### config.mk
export PLATFORM = sky130hd
export DESIGN_NAME = ifetch_unit_flat
export DESIGN_NICKNAME = d
export VERILOG_FILES = /design/src/rtl/ifetch_unit_if.sv /design/src/rtl/ifetch_unit.sv /design/src/flat_wrapper.sv
export SDC_FILE = /design/constraint.sdc
export NUM_CORES = 1
export LEC_CHECK = 0
export ABC_AREA = 1
export ABC_CLOCK_PERIOD_IN_PS = 1300
export BUFFER_PORTS_ARGS = -buffer_cell sky130_fd_sc_hd__clkbuf_2
export CAP_MARGIN = 40
export CORE_MARGIN = 2
export CORE_UTILIZATION = 44
export CTS_CLUSTER_SIZE = 16
export DETAILED_ROUTE_END_ITERATION = 8
export GPL_ROUTABILITY_DRIVEN = 0
export PLACE_DENSITY = 0.76
export SLEW_MARGIN = 15
export SYNTH_ARGS = -nofsm -noshare
export SYNTH_HDL_FRONTEND = slang
export SYNTH_SLANG_ARGS = --single-unit
### constraint.sdc
create_clock -name clk -period 1.3 [get_ports clk]
set_input_delay 0.195 -clock clk [delete_from_list [all_inputs] [get_ports clk]]
set_output_delay 0.195 -clock clk [all_outputs]
set_load 0.02 [all_outputs]
### src/rtl/ifetch_unit_if.sv
// Bundles the PC control, instruction-memory and decode-side signals of the fetch stage.
// The master modport is the fetch unit; the slave modport is its surroundings.
interface ifetch_unit_if;
    logic [31:0] pc;
    logic        pc_hold;
    logic        flush;
    logic        imem_req;
    logic [31:0] imem_addr;
    logic        imem_rvalid;
    logic [31:0] imem_rdata;
    logic        inst_valid;
    logic [31:0] inst_out;
    logic [31:0] inst_pc;
    logic        inst_ready;
    logic        fetch_fault;

    modport master (
        input  pc, flush, imem_rvalid, imem_rdata, inst_ready,
        output pc_hold, imem_req, imem_addr, inst_valid, inst_out, inst_pc, fetch_fault
    );

    modport slave (
        output pc, flush, imem_rvalid, imem_rdata, inst_ready,
        input  pc_hold, imem_req, imem_addr, inst_valid, inst_out, inst_pc, fetch_fault
    );
endinterface

### src/rtl/ifetch_unit.sv
// Instruction fetch stage: one outstanding word read, a single output register for decode,
// flush/drop handling, misaligned-PC and timeout faults.
module ifetch_unit #(
    parameter int unsigned WAIT_LIMIT = 64
) (
    input  logic          clk,
    input  logic          rst,
    ifetch_unit_if.master bus
);

    localparam logic [7:0] WaitLimit = 8'(WAIT_LIMIT);

    typedef enum logic [1:0] {StIdle, StWait, StDrop, StFault} state_e;

    state_e      state_q, state_d;
    logic [7:0]  wait_cnt_q, wait_cnt_d;
    logic [31:0] req_pc_q, req_pc_d;
    logic        inst_valid_q, inst_valid_d;
    logic [31:0] inst_out_q, inst_out_d;
    logic [31:0] inst_pc_q, inst_pc_d;
    logic        fault_q, fault_d;

    logic issue_ok;
    logic misaligned;
    logic accept;
    logic req;

    // The output register is guaranteed empty or draining whenever a request goes out.
    assign issue_ok   = !bus.flush && (!inst_valid_q || bus.inst_ready);
    assign misaligned = (bus.pc[1:0] != 2'b00);
    assign accept     = (state_q == StWait) && bus.imem_rvalid && !bus.flush;
    assign req        = !rst && (state_q == StIdle) && issue_ok && !misaligned;

    assign bus.imem_req    = req;
    assign bus.imem_addr   = req ? bus.pc : 32'h0;
    assign bus.pc_hold     = rst || !(accept || bus.flush);
    assign bus.inst_valid  = inst_valid_q;
    assign bus.inst_out    = inst_out_q;
    assign bus.inst_pc     = inst_pc_q;
    assign bus.fetch_fault = fault_q;

    always_comb begin
        state_d    = state_q;
        wait_cnt_d = wait_cnt_q;
        req_pc_d   = req_pc_q;
        fault_d    = fault_q;
        inst_out_d = inst_out_q;
        inst_pc_d  = inst_pc_q;

        unique case (state_q)
            StIdle: begin
                if (issue_ok) begin
                    if (misaligned) begin
                        fault_d = 1'b1;
                        state_d = StFault;
                    end else begin
                        req_pc_d   = bus.pc;
                        wait_cnt_d = 8'd0;
                        state_d    = StWait;
                    end
                end
            end
            StWait: begin
                if (bus.imem_rvalid) begin
                    state_d = StIdle;
                end else if (bus.flush) begin
                    state_d = StDrop;
                end else begin
                    wait_cnt_d = wait_cnt_q + 8'd1;
                    if (wait_cnt_d == WaitLimit) begin
                        fault_d = 1'b1;
                        state_d = StFault;
                    end
                end
            end
            StDrop: begin
                // The single outstanding response is consumed here even if flush repeats.
                if (bus.imem_rvalid) begin
                    state_d = StIdle;
                end
            end
            StFault: begin
                if (bus.flush) begin
                    fault_d = 1'b0;
                    state_d = StIdle;
                end
            end
            default: state_d = StIdle;
        endcase

        if (accept) begin
            inst_out_d = bus.imem_rdata;
            inst_pc_d  = req_pc_q;
        end

        if (bus.flush) begin
            inst_valid_d = 1'b0;
        end else if (accept) begin
            inst_valid_d = 1'b1;
        end else if (inst_valid_q && bus.inst_ready) begin
            inst_valid_d = 1'b0;
        end else begin
            inst_valid_d = inst_valid_q;
        end
    end

    always_ff @(posedge clk) begin
        if (rst) begin
            state_q      <= StIdle;
            wait_cnt_q   <= 8'd0;
            req_pc_q     <= 32'h0;
            inst_valid_q <= 1'b0;
            inst_out_q   <= 32'h0;
            inst_pc_q    <= 32'h0;
            fault_q      <= 1'b0;
        end else begin
            state_q      <= state_d;
            wait_cnt_q   <= wait_cnt_d;
            req_pc_q     <= req_pc_d;
            inst_valid_q <= inst_valid_d;
            inst_out_q   <= inst_out_d;
            inst_pc_q    <= inst_pc_d;
            fault_q      <= fault_d;
        end
    end

endmodule

### src/flat_wrapper.sv
// flat-port wrapper written by rule: the top's interface ports become plain ports
module ifetch_unit_flat 
#(
    parameter int unsigned WAIT_LIMIT = 64
)
  (clk, rst, bus_pc, bus_flush, bus_imem_rvalid, bus_imem_rdata, bus_inst_ready, bus_pc_hold, bus_imem_req, bus_imem_addr, bus_inst_valid, bus_inst_out, bus_inst_pc, bus_fetch_fault);
  ifetch_unit_if bus_i ();
  input  logic clk;
  input  logic rst;
  input wire logic [$bits(bus_i.pc)-1:0] bus_pc;
  input wire logic [$bits(bus_i.flush)-1:0] bus_flush;
  input wire logic [$bits(bus_i.imem_rvalid)-1:0] bus_imem_rvalid;
  input wire logic [$bits(bus_i.imem_rdata)-1:0] bus_imem_rdata;
  input wire logic [$bits(bus_i.inst_ready)-1:0] bus_inst_ready;
  output wire logic [$bits(bus_i.pc_hold)-1:0] bus_pc_hold;
  output wire logic [$bits(bus_i.imem_req)-1:0] bus_imem_req;
  output wire logic [$bits(bus_i.imem_addr)-1:0] bus_imem_addr;
  output wire logic [$bits(bus_i.inst_valid)-1:0] bus_inst_valid;
  output wire logic [$bits(bus_i.inst_out)-1:0] bus_inst_out;
  output wire logic [$bits(bus_i.inst_pc)-1:0] bus_inst_pc;
  output wire logic [$bits(bus_i.fetch_fault)-1:0] bus_fetch_fault;
  assign bus_i.pc = bus_pc;
  assign bus_i.flush = bus_flush;
  assign bus_i.imem_rvalid = bus_imem_rvalid;
  assign bus_i.imem_rdata = bus_imem_rdata;
  assign bus_i.inst_ready = bus_inst_ready;
  assign bus_pc_hold = bus_i.pc_hold;
  assign bus_imem_req = bus_i.imem_req;
  assign bus_imem_addr = bus_i.imem_addr;
  assign bus_inst_valid = bus_i.inst_valid;
  assign bus_inst_out = bus_i.inst_out;
  assign bus_inst_pc = bus_i.inst_pc;
  assign bus_fetch_fault = bus_i.fetch_fault;
  ifetch_unit #(.WAIT_LIMIT(WAIT_LIMIT)) u_core (.clk(clk), .rst(rst), .bus(bus_i));
endmodule
==> results of run 1 <==
-- Yosys cell counts, types with 3 or more instances --
cell type and number:
a21oi_1 11, a31o_1 30, buf_12 3, buf_2 8, buf_4 3, buf_6 6, clkbuf_1 13, dfxtp_1 108
inv_1 50, nand2_1 36, nand3_1 11, nor2_1 140, nor2_4 32, o21ai_0 69
-- routing by layer --
layer	global-route usage (%)	share of wire (%)	vias to the layer above	routed length, um
met1	30.0	37	2218	5590
li1	-	-	2237	-
met5	0	0	-	0
met2	51.0	56	162	8460
met3	5.80	4.9	33	741
met4	8.10	2.7	0	416
-- timing repair --
| item | in CTS | in global routing |
|---|---|---|
| resized for setup | 241 | 67 |
| setup buffers | 32 | 8 |
| pin swaps | 47 | 38 |
| setup endpoints to repair | 137 | 137 |
| gates cloned | 17 | 0 |
-- worst max-delay path by stage --
| stage | depth (start not counted) | slack [ns] | to | startpoint |
|---|---|---|---|---|
| global route | 9 | -0.71 | bus_imem_addr[28] | u_core.state_q[1]$_SDFFE_PP0P_ |
| floorplan | 8 | -0.18 | bus_imem_addr[10] | u_core.state_q[0]$_SDFFE_PP0P_ |
| global placement | 10 | -0.22 | bus_imem_addr[10] | bus_pc[0] |
| CTS | 9 | -0.62 | bus_imem_addr[28] | u_core.state_q[1]$_SDFFE_PP0P_ |
| detailed placement | 10 | -0.29 | bus_imem_addr[10] | bus_pc[0] |
| finish | 9 | -0.64 | bus_imem_addr[2] | u_core.state_q[1]$_SDFFE_PP0P_ |
-- metrics by stage --
step / hold slack [ns] / instance area [um^2]
after floorplan: 0.266 / 4490
after global placement: 0.418 / 5800
after detailed placement: 0.420 / 5800
after CTS: 0.0284 / 7490
after global routing: 0.0313 / 7690
final: 0.0403 / 7690
-- power groups by stage --
stage	registers, uW	logic, uW	clock network (uW)
finish	3930	3620	1990
global route	3960	3850	2170
CTS	3910	3430	2040
detailed placement	3940	2310	0
global placement	3920	2260	0
floorplan	4240	1090	0
-- worst max-delay path: stages (launching register included) --
cell,delay [ns]
dfxtp_2,0.35
nor2_4,0.11
nand2_2,0.09
nor2_4,0.11
inv_2,0.07
nor2_8,0.14
inv_8,0.08
buf_16,0.16
nor2_4,0.11
clkbuf_8,0.16
-- flip-flops by register name, summed over array words and instances (netlist names) --
signal / cells
u_core.bus.fetch_fault: 1
u_core.bus.inst_out: 32
u_core.bus.inst_pc: 32
u_core.bus.inst_valid: 1
u_core.req_pc_q: 32
u_core.state_q: 2
u_core.wait_cnt_q: 8
-- area by class of cell --
class / count / area [um^2] / area share [%]
inverter: 53 / 229 / 2.98
timing repair inverter: 1 / 16.3 / 0.212
sequential: 108 / 2180 / 28.3
timing repair buffer: 273 / 2570 / 33.5
tap: 133 / 166 / 2.16
clock buffer: 11 / 151 / 1.97
multi-input combinational: 347 / 2330 / 30.3
clock inverter: 5 / 42.5 / 0.553
-- logic make-up after synthesis --
group                    Yosys count  share of synthesized area, %
AO/OA/AOI/OAI                    116                          15.8
other                              1                        0.0838
flip-flops                       108                          48.3
AND/OR/NAND/NOR                  227                          25.5
adder cells (fa/ha/maj)            1                         0.279
buffers and inverters             86                          9.84
XOR/XNOR                           1                         0.196
==> run_results.csv, run 1 <==
group,metric,value,unit
clocking,cts_root_buffer,"clkbuf_8",
power_and_ir_drop,switching_share,35.4,%
clocking,clock_latency,0.36,ns
power_and_ir_drop,powerDensity,1240,nW/um^2
synthesis,synth_top_area_share,48.3,%
cells_and_area,final_cells,931,
cells_and_area,mostFrequentLayoutCell,"clkbuf_2",
synthesis,synth.cell_area,4480,um^2
synthesis,synth-seq-area-share,48.3,%
sta,final.setup.tns,-41.15,ns
power_and_ir_drop,switching_power,3380,uW
synthesis,ys_ff_latch,108,
sta,rsz0062_at_grt,"yes",
power_and_ir_drop,p_int,6170,uW
cells_and_area,mostFrequentLayoutCells,"134 x clkbuf_2, 100 x dfxtp_1, 95 x nor2_1",
power_and_ir_drop,clock_power_share,20.9,%
power_and_ir_drop,vdd_drop_max,903,uV
sta,fmax,0.516,GHz
critical_path,timing.rr.end,"u_core.bus.inst_out[30]$_SDFFE_PP0P_",
sta,fin_crit_sh,149,%
synthesis,synthCells,540,
floorplan,dieWidth,105,um
drt,ant_nets,0,
drt,num_vias,4650,
floorplan,start_util,45.6,%
drt,drt-pass1-iter-count,4,
sta,clock_skew,0.0102,ns
drt,viasPerCell,4.99,
synthesis,yosys.cell_types.count,30,
placed_design,dp.cells,866,
global_routing,grt_antenna_before_repair,0,
critical_path,reg2reg_depth,12,
flow_run,maxCapViolCount,0,
placed_design,dp_hpwl,8300,um
synthesis,yosysTopAreaCell,"dfxtp_1",
synthesis,ys_warn_count,0,
placed_design,place_ws,-0.293,ns
min_path,hold_class,"in2reg",
run_status,status,"finished, violations left",
critical_path,crit_arrival,1.74,ns
clocking,cts_made_buffers,9,
critical_path,r2r-start,"u_core.state_q[1]$_SDFFE_PP0P_",
critical_path,critPathCaptureType,"output pin",
synthesis,synth_ff_type,"dfxtp_1",
floorplan,die_y,105,um
synthesis,synthTopCellsByArea,"dfxtp_1 48%, nor2_1 12%, nor2_4 8.0%",
power_and_ir_drop,power.leakage,0.00366,uW
clocking,cts_max_level,3,
floorplan,core-area,9820,um^2
drt,wl,15200,um
cells_and_area,num-nets-final,863,
clocking,clk_pin_slew,0.10,ns
placed_design,portBuffers,166,
cells_and_area,fillers,637,
global_routing,grt_overflow_total,0,
critical_path,worst-path-max-fanout,7,
clocking,clk_path_buf_depth,2,
critical_path,required,1.11,ns
cells_and_area,num_antenna_cells,0,
cells_and_area,area_delta_synth_final,71.8,%
global_routing,grt_pass1_vias,4812,
synthesis,synth_edf_count,0,
global_routing,grt_max_degree,38,
critical_path,start_kind,"flop",
critical_path,critPathKind,"reg2out",
power_and_ir_drop,p_comb_share,38.0,%
power_and_ir_drop,pwr-share-seq,41.2,%
sta,finalCriticalPeriod,1.94,ns
sta,setup_viol,137,
cells_and_area,drive_gt1_share,53.3,%
sta,drv_slew,0,
min_path,holdPathStages,3,
floorplan,die_area,11000,um^2
drt,drc,0,
global_routing,grt_util_all_layers,27.0,%
clocking,tritoncts,"built",
clocking,hold_buffers,0,
sta,finalWorstSetupSlack,-0.637,ns
power_and_ir_drop,p_total,9540,uW
sta,finalHoldViolations,0,
critical_path,rrSetupSlack,-0.36,ns
min_path,min_from,"bus_imem_rdata[18]",
synthesis,postSynth.asyncResetShare,0,%
min_path,worstHoldEndpoint,"u_core.bus.inst_out[18]$_SDFFE_PP0P_",
drt,dr.first_iter.drc_count,172,
clocking,clock_sinks,108,
floorplan,ios,169,
floorplan,rows,36,
drt,wl_per_cell,16.3,um
cells_and_area,utilization,78.3,%
synthesis,synth_area_per_cell,8.29,um^2
global_routing,grt_pass1_wl,23800,um
run_status,violations,"negative setup slack",
Power figures use the tool's default switching activity.
==> run 2, diff against run 1 <==
--- a/config.mk
+++ b/config.mk
@@ -6,16 +6,16 @@
 export NUM_CORES = 1
 export LEC_CHECK = 0
 export ABC_AREA = 1
-export ABC_CLOCK_PERIOD_IN_PS = 1300
+export ABC_CLOCK_PERIOD_IN_PS = 1800
 export BUFFER_PORTS_ARGS = -buffer_cell sky130_fd_sc_hd__clkbuf_2
 export CAP_MARGIN = 40
 export CORE_MARGIN = 2
-export CORE_UTILIZATION = 44
+export CORE_UTILIZATION = 49
 export CTS_CLUSTER_SIZE = 16
 export DETAILED_ROUTE_END_ITERATION = 8
 export GPL_ROUTABILITY_DRIVEN = 0
-export PLACE_DENSITY = 0.76
-export SLEW_MARGIN = 15
+export PLACE_DENSITY = 0.8
+export SLEW_MARGIN = 0
 export SYNTH_ARGS = -nofsm -noshare
 export SYNTH_HDL_FRONTEND = slang
 export SYNTH_SLANG_ARGS = --single-unit
==> constraint.sdc (replaced) <==
create_clock -name clk -period 1.8 [get_ports clk]
set_input_delay 0.27 -clock clk [delete_from_list [all_inputs] [get_ports clk]]
set_output_delay 0.27 -clock clk [all_outputs]
set_load 0.02 [all_outputs]
==> run 2 against run 1 <==
Compared with the run above:
- largest cell class is now sequential cells
- highest routed layer unchanged
- largest power group unchanged
- via count shrank 10%
- the run still ends with negative setup slack left
- sequential power shrank 29%
- die area shrank 9.8%
- critical path depth is the same
- first-iteration DRC count grew 27%
- global-route usage shrank 3.3 points
- core utilization shrank 10 points
- non-clock buffer count shrank 80
- count of clock-buffer cells in the layout shrank 1
- final area shrank 22%
==> run_results.csv, run 2 (synthesis results as in run 1) <==
group,metric,value,unit
floorplan,ios,169,
sta,final.setup.tns,-3.87,ns
drt,drc,0,
sta,fin_crit_sh,109,%
drt,wl,11500,um
cells_and_area,multi_input_area,1890,um^2
critical_path,cpMostUsedCell,"nor2_4",
floorplan,die_area,9920,um^2
floorplan,rows,34,
floorplan,core-area,8810,um^2
placed_design,dp.cells,799,
placed_design,place_ws,0.0364,ns
power_and_ir_drop,p_comb_share,27.7,%
cells_and_area,utilization,68.1,%
critical_path,crit_buf_inv,4,
power_and_ir_drop,power.leakage,0.00301,uW
global_routing,grt_antenna_before_repair,0,
sta,rsz0062_at_grt,"yes",
critical_path,required,1.53,ns
run_status,violations,"negative setup slack",
placed_design,portBuffers,166,
critical_path,critPathCaptureType,"output pin",
sta,finalWorstSetupSlack,-0.169,ns
drt,num_vias,4168,
placed_design,dp_hpwl,7760,um
min_path,min_from,"bus_imem_rdata[10]",
cells_and_area,fillers,706,
drt,ant_nets,0,
min_path,hold_class,"in2reg",
drt,drt-pass1-iter-count,5,
global_routing,grt_max_degree,58,
clocking,cts_max_level,3,
clocking,clock_sinks,108,
sta,setup_viol,30,
cells_and_area,area_delta_synth_final,33.9,%
clocking,tritoncts,"built",
flow_run,maxCapViolCount,0,
cells_and_area,num-nets-final,782,
cells_and_area,drive_gt1_share,35.8,%
global_routing,met3_usage,5.34,%
global_routing,grt_overflow_total,0,
cells_and_area,mostFrequentLayoutCells,"139 x nor2_1, 134 x clkbuf_2, 104 x dfxtp_1",
sta,clock_skew,0.0107,ns
global_routing,grt-busiest-layer,"met2",
floorplan,dieWidth,99.6,um
power_and_ir_drop,powerDensity,984,nW/um^2
clocking,cts_root_buffer,"clkbuf_8",
global_routing,grt_util_all_layers,23.7,%
critical_path,cp_cell_sequence,"nor2_4 > nand2_2 > nor2_4 > inv_2 > nor2_8 > inv_6 > buf_16 > nor2_4 > buf_8",
clocking,clk_pin_slew,0.11,ns
run_status,status,"finished, violations left",
cells_and_area,num_antenna_cells,0,
critical_path,crit_path_start,"u_core.state_q[0]$_SDFFE_PP0P_",
sta,drv_slew,0,
global_routing,grtUsageMet1,27.6,%
power_and_ir_drop,switching_power,2060,uW
critical_path,worst-path-max-fanout,8,
power_and_ir_drop,vdd_drop_max,548,uV
drt,dr.first_iter.drc_count,219,
power_and_ir_drop,p_int,3840,uW
sta,whs,0.123,ns
power_and_ir_drop,pwr-share-seq,47.4,%
power_and_ir_drop,clock_power_share,24.9,%
critical_path,crit_arrival,1.70,ns
critical_path,r2r-start,"u_core.wait_cnt_q[0]$_SDFFE_PP0P_",
cells_and_area,final_cells,825,
critical_path,start_kind,"flop",
critical_path,cpMaxStageDelayCell,"dfxtp_2",
global_routing,grt_pass1_vias,4079,
sta,fmax,0.508,GHz
clocking,cts_made_buffers,9,
floorplan,die_y,99.6,um
global_routing,grt_pass1_wl,19200,um
clocking,clk_path_buf_depth,2,
sta,finalCriticalPeriod,1.97,ns
critical_path,critPathKind,"reg2out",
power_and_ir_drop,switching_share,34.9,%
floorplan,start_util,50.8,%
drt,wl_per_cell,14.0,um
sta,finalHoldViolations,0,
critical_path,path_delay_family,"simple AND/OR/NAND/NOR gates",
drt,viasPerCell,5.05,
global_routing,met2_usage,42.2,%
cells_and_area,mostFrequentLayoutCell,"nor2_1",
clocking,clock_latency,0.36,ns
critical_path,cp_slowest_stage_delay,0.35,ns
cells_and_area,regArea,2170,um^2
-- run 2: changes by cell type in the layout (fill, tap and decap cells not counted), moves of 12 or more --
cell | previous run | this run
nor2_4 | 65 | 33
nor2_2 | 14 | 2
nor2_1 | 95 | 139
o21ai_0 | 22 | 69
o21ai_2 | 14 | 0
buf_12 | 21 | 3
o21ai_1 | 33 | 1
buf_16 | 15 | 1
buf_4 | 60 | 23
-- run 2: final timing paths --
kind,endpoint,cells after the start,slack (ns)
setup / recovery,bus_imem_addr[21],9,-0.17
hold / removal,u_core.bus.inst_out[10]$_SDFFE_PP0P_,3,0.12
setup reg to reg,u_core.state_q[1]$_SDFFE_PP0P_,11,0.17
hold reg to reg,u_core.req_pc_q[0]$_SDFFE_PP0P_,2,0.45
-- run 2: power groups by stage --
stage          clock [uW]  sequential, uW  combinational, uW
2_1_floorplan           0            3060                778
3_3_place_gp            0            2830               1450
3_5_place_dp            0            2840               1500
4_1_cts              1490            2790               1590
5_1_grt              1600            2830               1810
6_report             1470            2800               1640
-- run 2: worst min-delay path: cells and delay by family --
kind	cells	cell delay (ns)
simple gates	2	0.11
buf+inv	1	0.08
-- run 2: metal layers --
layer / routed length [um] / vias up
li1: - / 2068
met1: 4570 / 1919
met2: 6000 / 153
met5: 0 / -
met4: 342 / 0
met3: 626 / 28
-- run 2: through the flow --
| stage | cell area [um^2] | power [uW] |
|---|---|---|
| 2_1_floorplan | 4480 | 3840 |
| 3_3_place_gp | 5380 | 4290 |
| 3_5_place_dp | 5380 | 4340 |
| 4_1_cts | 5920 | 5880 |
| 5_1_grt | 5990 | 6230 |
| 6_report | 5990 | 5900 |
-- run 2: cell type report --
cell class | count | share of cell area, %
Sequential cell | 108 | 36.2
Multi-Input combinational cell | 347 | 31.5
Timing Repair Buffer | 193 | 23.4
Inverter | 53 | 3.40
Clock buffer | 10 | 2.30
Tap cell | 108 | 2.25
Clock inverter | 6 | 1.04
-- run 2: timing repair --
| action | in CTS | in global routing |
|---|---|---|
| hold buffers | 0 | 0 |
| setup endpoints to repair | 30 | 35 |
| resized for setup | 64 | 36 |
| pin swaps | 2 | 5 |
| setup buffers | 5 | 4 |
| cloned | 1 | 0 |
| hold endpoints to repair | 0 | 0 |
==> run 3, diff against run 2 <==
--- a/config.mk
+++ b/config.mk
@@ -9,13 +9,15 @@
 export ABC_CLOCK_PERIOD_IN_PS = 1800
 export BUFFER_PORTS_ARGS = -buffer_cell sky130_fd_sc_hd__clkbuf_2
 export CAP_MARGIN = 40
-export CORE_MARGIN = 2
+export CORE_MARGIN = 5
 export CORE_UTILIZATION = 49
 export CTS_CLUSTER_SIZE = 16
 export DETAILED_ROUTE_END_ITERATION = 8
 export GPL_ROUTABILITY_DRIVEN = 0
 export PLACE_DENSITY = 0.8
+export SKIP_LAST_GASP = 1
 export SLEW_MARGIN = 0
 export SYNTH_ARGS = -nofsm -noshare
 export SYNTH_HDL_FRONTEND = slang
 export SYNTH_SLANG_ARGS = --single-unit
+export TNS_END_PERCENT = 20
==> run 3 against run 2 <==
Compared with the run above:
- the run still ends with negative setup slack left
- non-clock buffer count is the same
- critical path depth is the same
- sequential share of layout area grew 0.52 points
- combinational power is essentially flat
- hold slack gained 0.0034 ns
- final area shrank 1.4%
- largest power group unchanged
==> run_results.csv, run 3 (synthesis results as in run 1) <==
group,metric,value,unit
clocking,cts_made_buffers,9,
cells_and_area,utilization,67.1,%
critical_path,worst-path-max-fanout,10,
placed_design,dp_hpwl,8370,um
cells_and_area,mostFrequentLayoutCells,"140 x nor2_1, 137 x clkbuf_2, 106 x dfxtp_1",
critical_path,critPathKind,"reg2out",
floorplan,start_util,50.8,%
critical_path,critPathCaptureType,"output pin",
min_path,hold_class,"in2reg",
clocking,cts_max_level,3,
clocking,cts_root_buffer,"clkbuf_8",
power_and_ir_drop,p_total,5940,uW
placed_design,place_area,5360,um^2
critical_path,r2r-start,"u_core.wait_cnt_q[0]$_SDFFE_PP0P_",
critical_path,timing.rr.end,"u_core.state_q[1]$_SDFFE_PP0P_",
power_and_ir_drop,vdd_drop_max,536,uV
critical_path,required,1.53,ns
global_routing,grt_overflow_total,0,
power_and_ir_drop,power.leakage,0.00299,uW
cells_and_area,num-nets-final,782,
critical_path,crit_arrival,1.68,ns
clocking,tritoncts,"built",
clocking,clock_latency,0.35,ns
critical_path,rrSetupSlack,0.14,ns
clocking,hold_buffers,0,
global_routing,grt_max_degree,48,
sta,clock_skew,0.0120,ns
min_path,min_from,"bus_imem_rdata[6]",
run_status,status,"finished, violations left",
sta,finalHoldViolations,0,
critical_path,start_kind,"flop",
sta,fin_crit_sh,108,%
global_routing,grt_pass1_wl,19300,um
cells_and_area,mostFrequentLayoutCell,"nor2_1",
floorplan,die_y,106,um
floorplan,ios,169,
drt,dr.first_iter.drc_count,182,
sta,rsz0062_at_grt,"yes",
sta,finalWorstSetupSlack,-0.147,ns
clocking,clock_sinks,108,
floorplan,dieWidth,106,um
clocking,clk_path_buf_depth,2,
min_path,holdPathStages,3,
clocking,clk_pin_slew,0.11,ns
sta,finalCriticalPeriod,1.95,ns
power_and_ir_drop,powerDensity,1000,nW/um^2
drt,ant_nets,0,
global_routing,grt_pass1_vias,4154,
flow_run,maxCapViolCount,0,
sta,fmax,0.514,GHz
cells_and_area,drive_gt1_share,35.6,%
floorplan,die_area,11100,um^2
global_routing,grt_antenna_before_repair,0,
cells_and_area,fin_area,5910,um^2
floorplan,rows,34,
run_status,violations,"negative setup slack",
sta,drv_slew,0,
cells_and_area,num_antenna_cells,0,
floorplan,core-area,8810,um^2
drt,drt-pass1-iter-count,4,
cells_and_area,fillers,722,
critical_path,reg2reg_depth,10,
drt,wl_per_cell,14.5,um
global_routing,grt_util_all_layers,20.9,%
drt,drc,0,
min_path,worstHoldEndpoint,"u_core.bus.inst_out[6]$_SDFFE_PP0P_",
cells_and_area,area_delta_synth_final,32.0,%
sta,whs,0.126,ns
sta,setup_viol,31,
placed_design,portBuffers,166,
drt,wl,12000,um
drt,num_vias,4143,
drt,viasPerCell,5.02,
-- run 3: cell count changes in the layout (fill, tap and decap cells not counted), sizes merged --
cell / before / now
buf: 58 / 32
inv: 56 / 58
bufinv: 0 / 1
clkinv: 3 / 1
clkbuf: 145 / 170
-- run 3: layer usage --
layer	wire length (um)	track usage (%)
met1	4750	24.0
met2	6100	36.7
met3	723	4.95
met4	386	9.81
met5	0	0
-- run 3: worst max path at each step --
| stage | cells past startpoint | from | slack [ns] | endpoint |
|---|---|---|---|---|
| final | 9 | u_core.state_q[0]$_SDFFE_PP0P_ | -0.15 | bus_imem_addr[11] |
| after global routing | 9 | u_core.state_q[0]$_SDFFE_PP0P_ | -0.24 | bus_imem_addr[23] |
| after CTS | 9 | u_core.state_q[0]$_SDFFE_PP0P_ | -0.15 | bus_imem_addr[23] |
| after detailed placement | 10 | bus_pc[0] | 0.05 | bus_imem_addr[21] |
| after global placement | 10 | bus_pc[0] | 0.08 | bus_imem_addr[22] |
| after floorplan | 8 | u_core.state_q[1]$_SDFFE_PP0P_ | 0.23 | bus_imem_addr[10] |
-- run 3: metrics by stage --
| stage | TNS [ns] | worst slack (ns) | std cells |
|---|---|---|---|
| 2_1_floorplan | 0 | 0.232 | 541 |
| 3_3_place_gp | 0 | 0.0761 | 797 |
| 3_5_place_dp | 0 | 0.0456 | 797 |
| 4_1_cts | -4.17 | -0.151 | 821 |
| 5_1_grt | -6.83 | -0.244 | 825 |
| 6_report | -3.93 | -0.147 | 825 |
-- run 3: power by group --
| part | leakage, uW | internal (uW) | switching [uW] |
|---|---|---|---|
| clock | 0.000105 | 667 | 834 |
| combinational | 0.00200 | 599 | 1030 |
| sequential | 0.000876 | 2650 | 149 |
| total | 0.00299 | 3920 | 2020 |
-- run 3: timing repair --
action,in CTS,in global routing
cloned,1,0
buffers inserted,7,4
setup endpoints to repair,30,32
gates resized for setup,59,7
pin swaps,3,2
-- run 3: worst max-delay path, stage by stage (launching register included) --
cell and delay, ns:
dfxtp_2 0.35, nor2_4 0.12, nand2_2 0.09, nor2_4 0.11, inv_2 0.07, nor2_8 0.12, inv_8 0.06, buf_12 0.16
nor2_4 0.13, buf_6 0.13
-- run 3: final cells by class --
cell class | instances | area, um^2 | share of cell area (%)
clock buffer | 9 | 124 | 2.10
inverter | 53 | 206 | 3.49
clock inverter | 7 | 78.8 | 1.33
timing repair buffer | 193 | 1310 | 22.2
sequential | 108 | 2170 | 36.7
multi-input combinational | 347 | 1890 | 32.0
tap | 108 | 135 | 2.29
